File: src/rtl/warp_xdiv.sv
// RV64 M-extension divide/remainder unit: restoring radix-2, one quotient bit per cycle.
// Zero-divisor and signed-overflow results take a shortcut straight to writeback.
//
// state  | meaning
// S_IDLE | ready for an op; special cases resolve here
// S_CALC | iterating, r_cnt counts remaining iterations down to 0
// S_DONE | result held for writeback until i_wb_ready
module warp_xdiv (
   input  logic        i_clk,
   input  logic        i_rst_n,
   input  logic        i_valid,
   output logic        o_ready,
   input  logic [63:0] i_op1,
   input  logic [63:0] i_op2,
   input  logic        i_unsigned,
   input  logic        i_word,
   input  logic        i_rem,
   input  logic [4:0]  i_rs1,
   input  logic [4:0]  i_rs2,
   input  logic [4:0]  i_rd,
   output logic        o_wb_valid,
   input  logic        i_wb_ready,
   output logic [4:0]  o_wb_rd,
   output logic [63:0] o_wb_data,
   output logic [31:0] o_retire
);

   typedef enum logic [1:0] {S_IDLE, S_CALC, S_DONE} state_t;

   state_t      r_state, w_state_nxt;
   logic [5:0]  r_cnt;
   logic [63:0] r_quo, r_rem, r_div, r_result;
   logic        r_neg_q, r_neg_r, r_word, r_sel_rem;
   logic [4:0]  r_rd;
   logic [31:0] r_mask;

   logic [63:0] w_a64, w_b64, w_a_mag, w_b_mag;
   logic        w_a_neg, w_b_neg, w_div0, w_ovf, w_special, w_accept;
   logic [63:0] w_spec_raw, w_spec_res;
   logic [31:0] w_mask;
   logic [64:0] w_sh, w_diff;
   logic        w_fit;
   logic [63:0] w_quo_nxt, w_rem_nxt, w_q_s, w_r_s, w_pick, w_calc_res;

   // Operands viewed at the selected width, then reduced to magnitudes
   assign w_a64 = i_word ? (i_unsigned ? {32'd0, i_op1[31:0]} : {{32{i_op1[31]}}, i_op1[31:0]}) : i_op1;
   assign w_b64 = i_word ? (i_unsigned ? {32'd0, i_op2[31:0]} : {{32{i_op2[31]}}, i_op2[31:0]}) : i_op2;
   assign w_a_neg = !i_unsigned && w_a64[63];
   assign w_b_neg = !i_unsigned && w_b64[63];
   assign w_a_mag = w_a_neg ? (~w_a64 + 64'd1) : w_a64;
   assign w_b_mag = w_b_neg ? (~w_b64 + 64'd1) : w_b64;

   assign w_div0 = (w_b64 == 64'd0);
   assign w_ovf  = !i_unsigned && (w_b64 == {64{1'b1}}) &&
                   (i_word ? (w_a64 == {{33{1'b1}}, 31'd0}) : (w_a64 == {1'b1, 63'd0}));
   assign w_special  = w_div0 || w_ovf;
   assign w_spec_raw = w_div0 ? (i_rem ? w_a64 : {64{1'b1}}) : (i_rem ? 64'd0 : w_a64);
   assign w_spec_res = i_word ? {{32{w_spec_raw[31]}}, w_spec_raw[31:0]} : w_spec_raw;
   assign w_mask     = (32'd1 << i_rs1) | (32'd1 << i_rs2) | (32'd1 << i_rd);

   // Partial remainder never exceeds the divisor, so a 65-bit trial subtract suffices
   assign w_sh      = {r_rem, r_quo[63]};
   assign w_diff    = w_sh - {1'b0, r_div};
   assign w_fit     = !w_diff[64];
   assign w_rem_nxt = w_fit ? w_diff[63:0] : w_sh[63:0];
   assign w_quo_nxt = {r_quo[62:0], w_fit};

   assign w_q_s      = r_neg_q ? (~w_quo_nxt + 64'd1) : w_quo_nxt;
   assign w_r_s      = r_neg_r ? (~w_rem_nxt + 64'd1) : w_rem_nxt;
   assign w_pick     = r_sel_rem ? w_r_s : w_q_s;
   assign w_calc_res = r_word ? {{32{w_pick[31]}}, w_pick[31:0]} : w_pick;

   assign w_accept   = (r_state == S_DONE) && i_wb_ready && i_rst_n;
   assign o_ready    = (r_state == S_IDLE);
   assign o_wb_valid = (r_state == S_DONE);
   assign o_wb_rd    = r_rd;
   assign o_wb_data  = r_result;
   assign o_retire   = w_accept ? r_mask : 32'd0;

   always_comb begin
      w_state_nxt = r_state;
      case (r_state)
         S_IDLE: if (i_valid) w_state_nxt = w_special ? S_DONE : S_CALC;
         S_CALC: if (r_cnt == 6'd0) w_state_nxt = S_DONE;
         S_DONE: if (w_accept) w_state_nxt = S_IDLE;
         default: w_state_nxt = S_IDLE;
      endcase
   end

   always_ff @(posedge i_clk) begin
      if (!i_rst_n) begin
         r_state   <= S_IDLE;
         r_cnt     <= 6'd0;
         r_quo     <= 64'd0;
         r_rem     <= 64'd0;
         r_div     <= 64'd0;
         r_result  <= 64'd0;
         r_neg_q   <= 1'b0;
         r_neg_r   <= 1'b0;
         r_word    <= 1'b0;
         r_sel_rem <= 1'b0;
         r_rd      <= 5'd0;
         r_mask    <= 32'd0;
      end else begin
         r_state <= w_state_nxt;
         case (r_state)
            S_IDLE: begin
               if (i_valid) begin
                  // Word ops park the 32-bit magnitude at the top so its MSB shifts out first
                  r_quo     <= i_word ? {w_a_mag[31:0], 32'd0} : w_a_mag;
                  r_rem     <= 64'd0;
                  r_div     <= w_b_mag;
                  r_cnt     <= i_word ? 6'd31 : 6'd63;
                  r_neg_q   <= w_a_neg ^ w_b_neg;
                  r_neg_r   <= w_a_neg;
                  r_word    <= i_word;
                  r_sel_rem <= i_rem;
                  r_rd      <= i_rd;
                  r_mask    <= w_mask;
                  if (w_special) r_result <= w_spec_res;
               end
            end
            S_CALC: begin
               r_quo <= w_quo_nxt;
               r_rem <= w_rem_nxt;
               if (r_cnt != 6'd0) r_cnt <= r_cnt - 6'd1;
               else               r_result <= w_calc_res;
            end
            default: ;
         endcase
      end
   end

endmodule

File: config.mk
export PLATFORM = sky130hd
export DESIGN_NAME = warp_xdiv
export DESIGN_NICKNAME = d
export VERILOG_FILES = /design/src/rtl/warp_xdiv.sv
export SDC_FILE = /design/constraint.sdc
export NUM_CORES = 1
export LEC_CHECK = 0
export CAP_MARGIN = 15
export CORE_ASPECT_RATIO = 1.4
export CORE_UTILIZATION = 63
export CTS_BUF_LIST = sky130_fd_sc_hd__clkbuf_8
export DETAILED_ROUTE_END_ITERATION = 16
export GPL_TIMING_DRIVEN = 0
export PLACE_DENSITY_LB_ADDON = 0.1
export SYNTH_ARGS = -nofsm -noshare
export SYNTH_HDL_FRONTEND = slang
export SYNTH_SLANG_ARGS = --single-unit
File: constraint.sdc
create_clock -name i_clk -period 16.1 [get_ports i_clk]
set_input_delay 3.22 -clock i_clk [delete_from_list [all_inputs] [get_ports i_clk]]
set_output_delay 3.22 -clock i_clk [all_outputs]
set_load 0.1 [all_outputs]
==> results.md, run 1 <==
- Post-synth ARST share: 0%
- Log Error: [ERROR GRT-0116] Global routing finished with congestion. Check the congestion regions in the DRC Viewer.
- Outcome: aborted with a tool error
- Rows: 90
- Post-cts sizing count: 0
- Bufs on Longest Clock Path: 3
- Die Y: 249.6 um
- Initial core utilization: 63.94%
- Dpl hpwl: 107300 um
- Synth top area cells: dfxtp_1 (22%), nor2_1 (7.8%), a21oi_1 (6.2%)
- Post-synth cell types: 102
- # hold bufs at CTS: 0
- Sequential area share after synthesis: 22.14%
- CTS sink cnt: 305
- Largest net degree at the start of global routing: 14
- Cells after DPL: 4813
- Avg Cell Area, Syn: 6.867 sq um
- Syn Nets: 4238
- Failing step: global routing (5_1_grt)
- Synth Register Bits: 305
- Yosys top cell by area: dfxtp_1
- Htree depth: 2
- I/O Pins: 253
- Synthesized area: 0.02758 sq mm
- # Post-CTS Setup Buffers: 0
- Synth Instances: 4016
- CTS Buf Count: 48
- Number of synthesized flops with an enable pin: 0
- Top-area cell type share of the netlist area: 22.14%
- IO Port Bufs: 240
- GR Overflow Total: 35
- Routability cong.: 1.206
- Root Buffer: clkbuf_8
- Die Wd: 178.8 um
- Global-route wire length before repair: 225000 um
- Tot GR Track Use: 66.97%
- Vias in the first global route: 35230
- Ys flop type: dfxtp_1
- Synth Warn #: 0
## per-layer routing
metal  global-route usage (%)  overflow
met5                    7.432         0
met2                    87.85        16
met3                    41.21         1
met1                    70.20         0
met4                    66.59        18
## Yosys cell counts, types with 14 or more instances
master / instances
and3_1: 14
ha_1: 71
or3_1: 55
buf_2: 23
nand3_1: 44
o21ai_1: 18
a211oi_1: 84
o211ai_1: 42
o21a_1: 23
nor3_1: 171
nand2b_1: 32
a22oi_1: 56
a311oi_1: 16
nor4_1: 49
o21bai_1: 27
o21ai_0: 330
a222oi_1: 23
nand4_1: 66
and2_1: 78
xor2_1: 98
o41ai_1: 26
dfxtp_1: 305
mux2i_1: 42
xnor2_1: 143
a21o_1: 35
a21oi_1: 340
a221oi_1: 32
o22ai_1: 57
a31oi_1: 46
o31a_1: 15
clkbuf_1: 241
or2_2: 19
nand3b_1: 19
buf_1: 25
nor2_1: 574
nand2_1: 353
inv_1: 122
o31ai_1: 48
or4_1: 32
## cells by family after synthesis
kind of cell,after synthesis,share of synthesized area [%]
AOI/OAI and AO/OA,1341,31.37
xor gates and xnor gates,241,7.654
adders and majority gates,79,3.548
buffers and inverters,420,5.903
DFF,305,22.14
muxes,53,1.974
and+or+nand+nor,1577,27.41
## per-stage QoR
stage | util [%] | worst slack, ns | cell area [sq um]
4_1_cts | 73.86 | 7.161 | 31860
3_5_place_dp | 71.23 | 6.695 | 30720
3_3_place_gp | 71.11 | 6.480 | 30670
2_1_floorplan | - | 8.225 | 27580
==> run 2: changes to the inputs <==
- CORE_ASPECT_RATIO: 1.4 -> unset
- CORE_UTILIZATION: 63 -> 40
- CTS_BUF_LIST: sky130_fd_sc_hd__clkbuf_8 -> unset
- PLACE_DENSITY_LB_ADDON: 0.1 -> 0.15
==> run 2 against run 1 <==
Effect of this change: the flow now finishes, with violations (max-slew violations); area after synthesis unchanged; synthesized cell count unchanged.
==> results.md, run 2 <==
- CP endpoint: o_wb_data[24]
- Crit start category: flop
- Largest net degree at the start of global routing: 15
- Most common cell after layout, fill and taps aside: nor2_1
- Clock Skews: 0.04209 ns
- Sequential area share after synthesis: 22.14% (unchanged)
- Routability cong.: 1.066 (was 1.206)
- Pwr/cell area: 244.8 mW/mm^2
- Slew Viols, Final: 2
- Vias per cell: 6.634
- Root Buffer: clkbuf_16 (was clkbuf_8)
- Cells after DPL: 5133 (was 4813)
- Overall routed net length: 162600 um
- Fill cells: 7082
- Ys flop type: dfxtp_1 (unchanged)
- Unrepaired setup endpoints after global routing: false
- GR Overflow Total: 0
- Fmax: 0.1051 GHz
- CP max stage delay: 0.91 ns
- Bufs on Longest Clock Path: 3 (unchanged)
- Rows: 95 (was 90)
- Final total power: 7.966 mW
- Synth top cells by count: nor2_1 (574), nand2_1 (353), a21oi_1 (340) (unchanged)
- Syn Nets: 4238 (unchanged)
- Worst slew margin: -0.4421%
- Synth Warn #: 0 (unchanged)
- Via count: 34600
- Synth Register Bits: 305 (unchanged)
- Synth Instances: 4016 (unchanged)
- Dpl hpwl: 131400 um (was 107300 um)
- Worst-path maximum fanout: 10
- Placeable Area: 0.06763 sq mm
- Critical Path RT: 16.58 ns
- Crit. Startpoint: r_quo[63]
- # hold bufs at CTS: 0 (unchanged)
- I/O Pins: 253 (unchanged)
- Total die area: 0.07000 sq mm
- Fin crit share: 59.09%
- Wire per inst: 31.18 um
- Yosys top cell by area: dfxtp_1 (unchanged)
- First-pass DRT Iterations: 8
- Crit. End Element: flop
- Crit path DAT: 9.99 ns
- Die Wd: 264.6 um (was 178.8 um)
- Hold WC Path Type: reg2reg
- Top-area cell type share of the netlist area: 22.14% (unchanged)
- Share of layout cells above drive strength 1: 4.080%
- Htree depth: 2 (unchanged)
- Failing checks: max-slew violations
- IO Port Bufs: 240 (unchanged)
- # Post-CTS Setup Buffers: 0 (unchanged)
- Util after Layout: 48.11%
- Clock share of power: 12.2%
- # DRC: 0
- Psw: 4.796 mW
- Commonest cells after routing, fill and taps aside: nor2_1 (574), nand2_1 (353), a21oi_1 (340), o21ai_0 (329), dfxtp_1 (305)
- Synth top area cells: dfxtp_1 (22%), nor2_1 (7.8%), a21oi_1 (6.2%) (unchanged)
- # setup viols final: 0
- Initial antenna violation count: 8
- TritonCTS clock tree: built
- Outcome: complete, but fails checks (was aborted with a tool error)
- Non-Filler Instances: 5215
- Final worst path period need: 9.514 ns
- Tightest Pin Transition: 1.507 ns
- Sw Share: 60.21%
- Most used cell, CP: a211oi_1
- Clock latency on the worst-skew pair: 0.61 ns
- Vias in the first global route: 31750
- Number of synthesized flops with an enable pin: 0 (unchanged)
- LEAKAGE: 11.72 nW
- Post-cts sizing count: 0 (unchanged)
- Detail Route Antenna Nets: 0
- CTS Buf Count: 40 (was 48)
- Avg Cell Area, Syn: 6.867 sq um (unchanged)
- Reg2Reg Setup Slack: 6.59 ns
- WHS: 0.4528 ns
- Post-synth ARST share: 0% (unchanged)
- Critical Path Slowest Stage Cell: a211oi_1
- Most common cell in the synthesized netlist: nor2_1 (unchanged)
- Multi-input logic area: 0.01984 sq mm
- Tot GR Track Use: 44.68%
- Synthesized area: 0.02758 sq mm (unchanged)
- Area growth from synthesis to layout: 18.00%
- Logic gate share of total power: 75.3%
- Setup tns final: 0 ns
- Post-synth cell types: 102 (unchanged)
- FF/Latch Area: 0.006106 sq mm
- Worst reg2reg path endpoint: o_wb_data[24]
- Maximum vdd drop: 0.2041 mV
- Crit path kind: reg2reg
- Clock slew at reported path FFs: 0.06 ns
- Fin nets: 4530
- CTS sink cnt: 305 (unchanged)
- Register share of total power: 12.5%
- Global-route wire length before repair: 228300 um
- Max-cap viol count: 0
- Initial drt markers: 5092
- R2R Path Start: r_quo[63]
- Reg2reg path depth: 30
- Die Y: 264.6 um (was 249.6 um)
- Final Hold Viols: 0
- Initial core utilization: 40.78% (was 63.94%)
- Internal power: 3.170 mW
## run 2: logic make-up after synthesis
family	Yosys count	synth area share (%)
XOR/XNOR	241	7.654
flip-flops	305	22.14
AND/OR/NAND/NOR	1577	27.41
buffers and inverters	420	5.903
adder cells (fa/ha/maj)	79	3.548
AO/OA/AOI/OAI	1341	31.37
multiplexers	53	1.974
## run 2: power groups by stage
stage,registers (mW),clock network [mW],logic (mW)
2_1_floorplan,1.10,0,3.56
3_3_place_gp,1.01,0,5.67
3_5_place_dp,1.00,0,5.69
4_1_cts,0.990,0.964,5.71
5_1_grt,1.00,0.993,6.23
6_report,0.999,0.969,6.00
## run 2: metrics by stage
step	cell area [sq um]	worst slack, ns
floorplan	27580	8.225
global placement	31070	6.497
detailed placement	31100	6.845
CTS	32490	6.780
global route	32530	6.314
finish	32540	6.586
## run 2: worst min-delay path by stage
stage	from	to	slack, ns	cells after the start
floorplan	r_div[32]	r_div[32]	0.43	2
global route	r_div[54]	r_div[54]	0.46	2
detailed placement	r_div[54]	r_div[54]	0.45	2
global placement	r_div[50]	r_div[50]	0.44	2
CTS	r_div[54]	r_div[54]	0.45	2
finish	o_wb_rd[1]	o_wb_rd[1]	0.45	2
## run 2: area by class of cell
class,count,area share (%)
antenna,4,0.03076
buffer,294,3.549
clock buffer,51,3.480
clock inverter,21,0.7844
inverter,126,1.453
multi-input combinational,3291,60.98
sequential,305,18.76
tap,873,3.357
timing repair buffer,250,7.602
## run 2: critical path, delay by kind of cell, from the launching register on
kind | cells | cell delay, ns
AOI/OAI and AO/OA | 12 | 4.38
xor gates and xnor gates | 1 | 0.15
adders and majority gates | 3 | 0.95
buffers and inverters | 8 | 2.09
DFF | 1 | 0.48
and+or+nand+nor | 6 | 1.31
## run 2: layer usage
metal | GRT usage (%) | wire, um
met1 | 58.27 | 65890
met2 | 67.16 | 68360
met3 | 14.12 | 20290
met4 | 19.52 | 8003
met5 | 0 | 48
Note: power is estimated with default switching activity, not from simulation.
